**src/rtl/crop_pkg.sv**
```systemverilog
// Shared types and helpers for the crop frame sequencer.
package crop_pkg;

  typedef enum logic [1:0] {
    IDLE,
    STREAM,
    WAIT_DONE,
    DONE
  } seq_state_t;

  // Counter width for a dimension; never narrower than one bit.
  function automatic int unsigned col_w(input int unsigned n);
    return (n <= 1) ? 1 : $clog2(n);
  endfunction

  function automatic int unsigned row_w(input int unsigned n);
    return (n <= 1) ? 1 : $clog2(n);
  endfunction

  function automatic int unsigned clamp_coord(input int unsigned req, input int unsigned in_sz,
                                              input int unsigned out_sz);
    return (req + out_sz > in_sz) ? (in_sz - out_sz) : req;
  endfunction

endpackage

```
**src/rtl/frame_pos_counter.sv**
```systemverilog
// Raster position counter: column wraps into row, row wraps to zero after the last pixel.
module frame_pos_counter
  import crop_pkg::*;
#(
  parameter int unsigned COLS = 20,
  parameter int unsigned ROWS = 20
) (
  input  logic                    clk,
  input  logic                    srst,
  input  logic                    clr,
  input  logic                    en,
  output logic [col_w(COLS)-1:0]  col,
  output logic [row_w(ROWS)-1:0]  row,
  output logic                    last
);

  localparam int unsigned CW = col_w(COLS);
  localparam int unsigned RW = row_w(ROWS);

  logic [CW-1:0] col_q, col_d;
  logic [RW-1:0] row_q, row_d;
  logic          col_end, row_end;

  assign col_end = (col_q == CW'(COLS - 1));
  assign row_end = (row_q == RW'(ROWS - 1));

  always_comb begin
    col_d = col_q;
    row_d = row_q;
    if (clr) begin
      col_d = '0;
      row_d = '0;
    end else if (en) begin
      if (col_end) begin
        col_d = '0;
        row_d = row_end ? '0 : row_q + 1'b1;
      end else begin
        col_d = col_q + 1'b1;
      end
    end
  end

  always_ff @(posedge clk) begin
    if (srst) begin
      col_q <= '0;
      row_q <= '0;
    end else begin
      col_q <= col_d;
      row_q <= row_d;
    end
  end

  assign col  = col_q;
  assign row  = row_q;
  assign last = col_end && row_end;

endmodule

```
**src/rtl/crop_frame_sequencer.sv**
```systemverilog
// Frame-level controller for the crop datapath: start/done handshake, raster position, window check.
// Define CROP_CLAMP_EN to clamp out-of-range crop coordinates when they are latched.
module crop_frame_sequencer
  import crop_pkg::*;
#(
  parameter int unsigned IN_ROWS  = 20,
  parameter int unsigned IN_COLS  = 20,
  parameter int unsigned OUT_ROWS = 10,
  parameter int unsigned OUT_COLS = 10,
  parameter int unsigned FCNT_W   = 16
) (
  input  logic                       clk,
  input  logic                       srst,
  input  logic                       ap_start,
  output logic                       ap_ready,
  output logic                       ap_idle,
  output logic                       ap_done,
  input  logic [col_w(IN_COLS)-1:0]  crop_x0_in,
  input  logic [row_w(IN_ROWS)-1:0]  crop_y0_in,
  output logic [col_w(IN_COLS)-1:0]  crop_x0,
  output logic [row_w(IN_ROWS)-1:0]  crop_y0,
  output logic                       gate_open,
  input  logic                       beat,
  output logic [col_w(IN_COLS)-1:0]  cnt_col,
  output logic [row_w(IN_ROWS)-1:0]  cnt_row,
  input  logic                       cf_ap_done,
  output logic [FCNT_W-1:0]          frame_cnt,
  output logic                       cfg_err
);

  localparam int unsigned COL_W = col_w(IN_COLS);
  localparam int unsigned ROW_W = row_w(IN_ROWS);

  seq_state_t        state_q, state_d;
  logic [COL_W-1:0]  crop_x0_q, crop_x0_d;
  logic [ROW_W-1:0]  crop_y0_q, crop_y0_d;
  logic [FCNT_W-1:0] frame_cnt_q, frame_cnt_d;
  logic              cfg_err_q, cfg_err_d;
  logic              cf_seen_q, cf_seen_d;
  logic              gate_open_q, gate_open_d;
  logic              ap_done_q, ap_done_d;
  logic              idle_q, idle_d;

  logic              start_acc;
  logic              cnt_en;
  logic              cnt_last;
  logic [COL_W:0]    x_sum;
  logic [ROW_W:0]    y_sum;
  logic              x_err, y_err;
  logic [COL_W-1:0]  x_lat;
  logic [ROW_W-1:0]  y_lat;

  // One extra bit so the window end cannot wrap.
  assign x_sum = {1'b0, crop_x0_in} + (COL_W + 1)'(OUT_COLS);
  assign y_sum = {1'b0, crop_y0_in} + (ROW_W + 1)'(OUT_ROWS);
  assign x_err = (x_sum > (COL_W + 1)'(IN_COLS));
  assign y_err = (y_sum > (ROW_W + 1)'(IN_ROWS));

`ifdef CROP_CLAMP_EN
  assign x_lat = COL_W'(clamp_coord(32'(crop_x0_in), IN_COLS, OUT_COLS));
  assign y_lat = ROW_W'(clamp_coord(32'(crop_y0_in), IN_ROWS, OUT_ROWS));
`else
  assign x_lat = crop_x0_in;
  assign y_lat = crop_y0_in;
`endif

  frame_pos_counter #(
    .COLS (IN_COLS),
    .ROWS (IN_ROWS)
  ) u_pos (
    .clk  (clk),
    .srst (srst),
    .clr  (start_acc),
    .en   (cnt_en),
    .col  (cnt_col),
    .row  (cnt_row),
    .last (cnt_last)
  );

  always_comb begin
    state_d     = state_q;
    crop_x0_d   = crop_x0_q;
    crop_y0_d   = crop_y0_q;
    frame_cnt_d = frame_cnt_q;
    cfg_err_d   = cfg_err_q;
    cf_seen_d   = cf_seen_q;
    start_acc   = 1'b0;
    cnt_en      = 1'b0;
    unique case (state_q)
      IDLE: begin
        cf_seen_d = 1'b0;
        if (ap_start) begin
          start_acc = 1'b1;
          crop_x0_d = x_lat;
          crop_y0_d = y_lat;
          cfg_err_d = x_err || y_err;
          state_d   = STREAM;
        end
      end
      STREAM: begin
        cnt_en    = beat;
        cf_seen_d = cf_seen_q || cf_ap_done;
        // A crop-stage done seen on or before the last beat skips WAIT_DONE.
        if (beat && cnt_last) begin
          state_d = cf_seen_d ? DONE : WAIT_DONE;
        end
      end
      WAIT_DONE: begin
        cf_seen_d = cf_seen_q || cf_ap_done;
        if (cf_seen_d) begin
          state_d = DONE;
        end
      end
      DONE: begin
        cf_seen_d   = 1'b0;
        frame_cnt_d = frame_cnt_q + 1'b1;
        state_d     = IDLE;
      end
      default: state_d = IDLE;
    endcase
    gate_open_d = (state_d == STREAM);
    ap_done_d   = (state_d == DONE);
    idle_d      = (state_d == IDLE);
  end

  always_ff @(posedge clk) begin
    if (srst) begin
      state_q     <= IDLE;
      crop_x0_q   <= '0;
      crop_y0_q   <= '0;
      frame_cnt_q <= '0;
      cfg_err_q   <= 1'b0;
      cf_seen_q   <= 1'b0;
      gate_open_q <= 1'b0;
      ap_done_q   <= 1'b0;
      idle_q      <= 1'b1;
    end else begin
      state_q     <= state_d;
      crop_x0_q   <= crop_x0_d;
      crop_y0_q   <= crop_y0_d;
      frame_cnt_q <= frame_cnt_d;
      cfg_err_q   <= cfg_err_d;
      cf_seen_q   <= cf_seen_d;
      gate_open_q <= gate_open_d;
      ap_done_q   <= ap_done_d;
      idle_q      <= idle_d;
    end
  end

  assign ap_idle   = idle_q;
  assign ap_ready  = idle_q;
  assign ap_done   = ap_done_q;
  assign gate_open = gate_open_q;
  assign crop_x0   = crop_x0_q;
  assign crop_y0   = crop_y0_q;
  assign frame_cnt = frame_cnt_q;
  assign cfg_err   = cfg_err_q;

endmodule
```
**config.mk**
```make
export PLATFORM = sky130hd
export DESIGN_NAME = crop_frame_sequencer
export DESIGN_NICKNAME = d
export VERILOG_FILES = /design/src/rtl/crop_pkg.sv /design/src/rtl/frame_pos_counter.sv /design/src/rtl/crop_frame_sequencer.sv
export SDC_FILE = /design/constraint.sdc
export NUM_CORES = 1
export LEC_CHECK = 0
export BUFFER_PORTS_ARGS = -buffer_cell sky130_fd_sc_hd__buf_2
export CAP_MARGIN = 40
export CORE_MARGIN = 3
export CORE_UTILIZATION = 55
export CTS_CLUSTER_SIZE = 12
export DETAILED_ROUTE_END_ITERATION = 6
export PLACE_DENSITY_LB_ADDON = 0.1
export SLEW_MARGIN = 20
export SYNTH_ARGS = -nofsm -noshare
export SYNTH_HDL_FRONTEND = slang
export SYNTH_SLANG_ARGS = --single-unit
```
**constraint.sdc**
```tcl
create_clock -name clk -period 4.8 [get_ports clk]
set_clock_uncertainty 0.05 [all_clocks]
set_input_delay 0.48 -clock clk [delete_from_list [all_inputs] [get_ports clk]]
set_output_delay 0.48 -clock clk [all_outputs]
set_load 0.02 [all_outputs]
```
# Word level (Yosys, flattened, before mapping)
# Index checks and enable logic that the tools add are counted.
# totals
elab_cells	47
out_inout_bits	41
reg_bits	43
input_bits	15
# classes
addsub	5
reduce_logical	11
n_mux	11
eq_ne	7
order_cmp	2
# ops
cell	n
16-bit by 1-bit adder with 16-bit output (second input constant)	1
5-bit by 4-bit adder with 6-bit output (second input constant)	2
6-bit by 5-bit greater-than comparator with 1-bit output (second input constant)	2
5-bit by 1-bit adder with 5-bit output (second input constant)	2
5-bit equality test (second input constant)	2
5-bit 2-to-1 mux	2
2-bit one-hot mux with 4 select lines	1
2-bit equality test (second input constant)	3
2-bit 2-to-1 mux	3
2-bit OR reduction	3
2-bit by 1-bit equality test with 1-bit output (second input constant)	2
2-bit zero test	2
1-bit 2-to-1 mux	4
2-bit AND reduction	2
1-bit logical AND	2
1-bit logical OR	2
1-bit one-hot mux with 2 select lines	1

# Depth between registers and ports, before layout
# Gate-level depths: netlist of run 1.
# depth
ltp_word	6
depth_mapped	6
mapped_depth_nobuf	5

# Modules after synthesis
# From an unflattened synthesis of run 1, not the netlist that was laid out.
# hier_totals
hier_cells	226
area_unflattened_um2	1948.1
# modules_own_cells
mod	cells_each	n_inst	seq_area_each_um2	area_each_um2
crop_frame_sequencer	168	1	660.6	1442.6
frame_pos_counter	58	1	200.2	505.5

# Worst setup path after synthesis of run 1
# OpenSTA, ideal clock, no wires.
# synth_path
path_type	flip-flop to flip-flop
startpoint	register u_pos.col_q[0] (netlist: u_pos.col[0])
endpoint	register u_pos.row_q[0] (netlist: u_pos.row[0])
path_buffers	0
path_slack_ns	3.133
stages_incl_launch_ff	6
period_less_slack_ns	1.667
arrival_time_ns	1.502
path_cell_list	dfxtp_1 -> ha_1 -> and4bb_1 -> nor3b_2 -> a31o_2 -> nor2_1
# synth_via
elab_chain_cells	2
# synth_rtl
item	line	rtl
start, declared	frame_pos_counter.sv:20	logic [CW-1:0] col_q, col_d;
start signal, assigned	frame_pos_counter.sv:48	col_q <= col_d;
5-bit equality test	frame_pos_counter.sv:24	assign col_end = (col_q == CW'(COLS - 1));
2-bit AND reduction (no line)	n/a	
end signal, assigned	frame_pos_counter.sv:49	row_q <= row_d;
end, declared	frame_pos_counter.sv:21	logic [RW-1:0] row_q, row_d;
# Every way passes these cells.
# A chain may end at the register's enable or synchronous reset.

# Worst setup path in the final report of run 1
# layout_path
startpoint	register state_q[0]
endpoint	register frame_cnt_q[13] (netlist: frame_cnt[13])
# layout_via
elab_chain_cells	1
# layout_rtl
item	line	rtl
start, declared	crop_frame_sequencer.sv:34	seq_state_t state_q, state_d;
start signal, assigned	crop_frame_sequencer.sv:138	state_q <= state_d;
2-bit equality test	crop_frame_sequencer.sv:89	unique case (state_q)
end signal, assigned	crop_frame_sequencer.sv:141	frame_cnt_q <= frame_cnt_d;
end, declared	crop_frame_sequencer.sv:37	logic [FCNT_W-1:0] frame_cnt_q, frame_cnt_d;
# Every way passes these cells.

==> flow_metrics.tcl, run 1 <==
set metrics [dict create \
    status "finished clean" \
    slew_headroom_pct 58.5 \
    syn_to_final_growth_pct 16.6 \
    cp_data_arrival_time_ns 2.08 \
    die-area_um2 4390 \
    firstDrtPassIters 4 \
    synth_top_family_by_area "simple AND/OR/NAND/NOR gates" \
    drtIter0Drc 84 \
    max-cap-violations 0 \
    cts_setup_buffers 0 \
    worstPathMaxFanout 18 \
    p_leak_nw 1.02 \
    fin_util_pct 68.2 \
    tightestPinTransition_ns 0.623 \
    required_ns 5.00 \
    p_per_area_nw_per_um2 263 \
    hpwl_um 2840 \
    grt_start_max_net_pins 37 \
    grt_usage_pct 18.6 \
    cts_max_level 2 \
    grt_pass1_vias 1461 \
    synth.area.mux_share_pct 1.63 \
    antenna_found_initial 0 \
    startpoint_type "flip-flop" \
    diodes 0 \
    syn_area_per_cell_um2 8.65 \
    die_h_um 66.3 \
    critical_path_class "reg -> reg" \
    wl_um 3900 \
    die_w_um 66.3 \
    clk_path_buf_depth 2 \
    via_per_inst 5.21 \
    n_fill_cell 304 \
    coreArea_um2 3420 \
    rows 21 \
    drive_gt1_share_pct 25.3 \
    layout.nets 301 \
    yosysSeqAreaShare_pct 43.1 \
    drc_errors 0 \
    synthXorXnorAreaFrac_pct 7.89 \
    vias 1705 \
    hold_viol 0 \
    rsz0062_at_grt "no" \
    numCtsBuffers 5 \
    overflow 0 \
    synth_nets 251 \
    fin_crit_ns 1.88 \
    endpoint_kind "flip-flop" \
    ir_drop_uv 216 \
    cts_hold_buffers 0 \
    timing.fmax_mhz 533 \
    path_clk_slew_ns 0.12 \
    final_common_cell "buf_2" \
    ioPinCount 56 \
    synthDistinctLibCells 44 \
    place.gp.congestion 0.718 \
    synthAdderAreaFrac_pct 3.13 \
    synth_compound_area_share_pct 11.0 \
    finalMaxSlewViolations 0 \
    synth_seq_cells 43 \
    synth_area_um2 2000 \
    io_buffer_count 55 \
    cts_sinks 43 \
    setup_viol 0 \
    setup-tns-final_ns 0 \
    grt_pass1_wl_um 6330 \
    clock_latency_ns 0.36 \
    ctsResizeCount 0 \
    synth_warnings 0 \
    final_cell_mix "buf_2 (55), dfxtp_1 (43), nor2_1 (29), nand2_1 (29), a21oi_1 (20)" \
    cts-root-buf "clkbuf_4" \
    wl_per_cell_um 11.9 \
    min_path_type "in -> reg" \
    cts_tree "built" \
    fin_crit_sh_pct 39.1 \
    start_util_pct 58.5 \
    synthSimpleGateAreaFrac_pct 29.5 \
    postSynthCellCount 231 \
    antenna_left 0 \
]
[synth_stat cells, drive strengths merged]
master | n | share of area [%]
a211o | 3 | 1.3
a211oi | 2 | 0.75
a21oi | 20 | 5.0
a31o | 3 | 1.3
a31oi | 1 | 0.31
a32oi | 1 | 0.44
a41oi | 1 | 0.44
and2 | 3 | 0.94
and3 | 3 | 0.94
and3b | 1 | 0.44
and4bb | 1 | 0.63
buf | 7 | 2.1
clkbuf | 6 | 1.2
dfxtp | 43 | 43
ha | 5 | 3.1
inv | 3 | 0.56
mux2 | 2 | 1.1
mux2i | 1 | 0.50
nand2 | 29 | 5.4
nand2b | 5 | 1.6
nand3 | 10 | 2.8
nand3b | 1 | 0.38
nand4 | 6 | 2.6
nand4b | 2 | 0.88
nor2 | 29 | 5.4
nor2b | 4 | 1.3
nor3 | 7 | 1.8
nor3b | 3 | 1.4
nor4 | 3 | 2.0
o21a | 1 | 0.38
o21ai | 4 | 1.0
or2 | 1 | 0.31
or3 | 1 | 0.31
or3b | 1 | 0.44
xnor2 | 11 | 4.8
xor2 | 7 | 3.1
[worst paths after layout]
| check | startpoint | endpoint | slack, ns | cells after the start |
|---|---|---|---|---|
| max reg2reg | state_q[0] | frame_cnt[13] | 2.92 | 4 |
| min reg2reg | crop_x0[0] | crop_x0[0] | 0.41 | 2 |
| max | state_q[0] | frame_cnt[13] | 2.92 | 4 |
| min | crop_x0_in[0] | crop_x0[0] | 0.31 | 3 |
[critical path, cell delays in order, from the launching register on]
cell and delay [ns]:
dfxtp_1 0.70, nand4_4 0.21, nor4_4 0.38, nand3_1 0.13, mux2_1 0.31
[sequential cells by signal (all words and copies together) (netlist names), 2 cells and up]
name and count:
crop_y0 5, crop_x0 5, u_pos.row 5, state_q 2, u_pos.col 5, frame_cnt 16
[power by group]
| group | internal, mW | switching (mW) |
|---|---|---|
| logic | 0.0228 | 0.0381 |
| registers | 0.365 | 0.00647 |
| clock network | 0.0679 | 0.112 |
[area by class of cell]
class / instances / area, um2 / share of cell area (%)
Clock buffer: 6 / 51.3 / 2.20
Tap cell: 46 / 57.6 / 2.47
Timing Repair Buffer: 56 / 283 / 12.1
Multi-Input combinational cell: 172 / 1060 / 45.5
Inverter: 3 / 11.3 / 0.483
Clock inverter: 1 / 5.00 / 0.215
Sequential cell: 43 / 861 / 36.9
[per-stage QoR]
stage | hold slack [ns] | worst slack (ns) | power (mW) | cell area (um2) | instances
after floorplan | 0.450 | 3.13 | 0.420 | 2000 | 231
after global placement | 0.392 | 2.97 | 0.439 | 2270 | 320
after detailed placement | 0.396 | 2.91 | 0.441 | 2270 | 320
after CTS | 0.291 | 2.91 | 0.618 | 2330 | 327
after global routing | 0.319 | 2.76 | 0.632 | 2330 | 327
final | 0.308 | 2.92 | 0.612 | 2330 | 327
[cells by family after synthesis]
logic type      count (synthesis)
compound gates                 36
flops                          43
fa+ha+maj                       5
simple gates                  110
buf+inv                        16
mux                             3
xor+xnor                       18
[routing by layer]
layer  vias to the layer above  routed length, um  global-route usage, %
met5                         -                  0                      0
met4                         0                 58                   8.38
met3                         7                201                   4.08
met2                        35               1780                   29.2
met1                       773               1860                   24.2
li1                        890                  -                      -
Note: power is estimated with default switching activity, not from simulation.
==> run 2: changes to the inputs <==
- ABC_AREA: unset -> 1
- CORE_UTILIZATION: 55 -> 51
- clock period: 4.8 -> 1.9 ns (I/O delays scaled with it)
==> flow_metrics.tcl, run 2 <==
set metrics [dict create \
    critical_path_class "reg -> reg" \
    yosysTopAreaCell "dfxtp_1" \
    ctsResizeCount 0 \
    cts_max_level 2 \
    synthDistinctLibCells 28 \
    numCtsBuffers 5 \
    path_clk_slew_ns 0.08 \
    timing.fmax_mhz 626 \
    start_util_pct 54.0 \
    status "finished clean" \
    hold_viol 0 \
    antenna_left 0 \
    drive_gt1_share_pct 20.4 \
    drtIter0Drc 50 \
    fin_crit_ns 1.60 \
    coreArea_um2 3740 \
    hp-start "crop_x0_in[0]" \
    vias 1952 \
    yosysSeqAreaShare_pct 42.5 \
    synth.area.mux_share_pct 0 \
    grt-busiest-layer "met2" \
    r2r_setup_slack_ns 0.30 \
    finalMaxSlewViolations 0 \
    synth_compound_area_share_pct 12.2 \
    final_cell_mix "nand2_1 (65), buf_2 (55), nor2_1 (49)" \
    cts_hold_buffers 0 \
    clock_latency_ns 0.30 \
    firstDrtPassIters 4 \
    use_met3_pct 6.48 \
    via_per_inst 4.93 \
    startpoint_type "flip-flop" \
    synthTopCellsByArea "dfxtp_1 (43%), nand2_1 (12%), nor2_1 (9.1%), inv_1 (6.7%), o21ai_0 (4.9%)" \
    synthAdderAreaFrac_pct 3.09 \
    final_cell_area_um2 2450 \
    ir_drop_uv 496 \
    clk_path_buf_depth 2 \
    synth_seq_cells 43 \
    grt_pass1_vias 1743 \
    synth_area_um2 2020 \
    fin_hold_ws_ns 0.112 \
    min_path_type "in -> reg" \
    antenna_found_initial 0 \
    cp_data_arrival_time_ns 1.74 \
    postSynthCellCount 290 \
    max-cap-violations 0 \
    synth_top_area_share_pct 42.5 \
    async_flop_share_pct 0 \
    grtUsageMet1_pct 22.8 \
    cts_sinks 43 \
    grt_pass1_wl_um 7250 \
    reg2reg_depth 8 \
    setup_slack_ns 0.303 \
    ys.flop_type "dfxtp_1" \
    rsz0062_at_grt "no" \
    reg2reg_to "u_pos.row[0]" \
    tightestPinTransition_ns 0.558 \
    p_leak_nw 1.18 \
    endpoint_kind "flip-flop" \
    die-area_um2 4760 \
    synthSimpleGateAreaFrac_pct 32.2 \
    ioPinCount 56 \
    fin_crit_sh_pct 84.0 \
    overflow 0 \
    worstPathMaxFanout 7 \
    diodes 0 \
    wl_per_cell_um 11.1 \
    synth_edf_count 0 \
    cts-root-buf "clkbuf_8" \
    grt_usage_pct 20.3 \
    yosysMostFrequentCell "nand2_1" \
    synth_nets 310 \
    cts_tree "built" \
    dpl_worst_slack_ns 0.317 \
    required_ns 2.04 \
    cts_setup_buffers 0 \
    r2r_start "u_pos.col[0]" \
    fin_util_pct 65.4 \
    drc_errors 0 \
    setup-tns-final_ns 0 \
    synth_top_family_by_area "simple AND/OR/NAND/NOR gates" \
    grt_start_max_net_pins 21 \
    die_w_um 69.0 \
    rows 22 \
    place.gp.congestion 0.737 \
    final_common_cell "nand2_1" \
    slew_headroom_pct 62.7 \
    setup_viol 0 \
    layout.nets 367 \
    die_h_um 69.0 \
    io_buffer_count 55 \
    dpl_cell_area_um2 2330 \
    holdPathEnd "crop_x0[0]" \
    hpwl_um 3320 \
    syn_area_per_cell_um2 6.98 \
    syn_to_final_growth_pct 21.0 \
    synth_common_cells "nand2_1 (65), nor2_1 (49), dfxtp_1 (43)" \
    whs_path_depth 3 \
    gr-usage-met2_pct 36.8 \
    synth_warnings 0 \
    p_per_area_nw_per_um2 757 \
    wl_um 4400 \
    synthXorXnorAreaFrac_pct 1.73 \
    largest_register_ffs 16 \
]
run 2: critical path, cell delays in order, from the launching register on:
cell and delay, ns:
dfxtp_1 0.39, ha_1 0.19, nand3_1 0.07, nor2_1 0.14
nand3_1 0.20, inv_1 0.20, o21ai_0 0.11, o21ai_0 0.09
nor2_1 0.05
run 2: power breakdown:
part	internal, mW	switching (mW)	total, mW	leakage [nW]
Clock	0.425	0.304	0.729	0.0612
Combinational	0.0614	0.120	0.182	0.772
Sequential	0.927	0.0152	0.942	0.350
run 2: how the worst max path moves through the flow:
stage,startpoint,to,slack [ns],cells past startpoint
after floorplan,u_pos.col[0],u_pos.row[0],0.36,8
after global placement,u_pos.col[0],u_pos.row[0],0.36,8
after detailed placement,u_pos.row[0],gate_open,0.32,10
after CTS,u_pos.row[0],gate_open,0.30,10
after global routing,u_pos.col[0],u_pos.row[0],0.08,8
final,u_pos.col[0],u_pos.row[0],0.30,8
run 2: cell type report:
type	instances	area [um2]
Tap cell	48	60.1
Fill cell	369	1290
Multi-Input combinational cell	205	996
Sequential cell	43	861
Timing Repair Buffer	55	275
Clock buffer	6	82.6
Clock inverter	2	35.0
Inverter	37	139
run 2: cells by family after synthesis:
logic type | after synthesis
AND/OR/NAND/NOR | 149
adder cells (fa/ha/maj) | 5
flip-flops | 43
XOR/XNOR | 4
buffers and inverters | 42
AO/OA/AOI/OAI | 47
run 2: layer usage:
layer | part of all wire (%) | wire [um]
met1 | 45 | 1960
met4 | 0.96 | 42
met2 | 49 | 2160
met3 | 5.3 | 232
met5 | 0 | 0
run 2: metrics by stage:
step	total power, mW	cells
floorplan	1.09	290
global placement	1.14	388
detailed placement	1.15	388
CTS	1.87	396
global route	1.93	396
finish	1.85	396
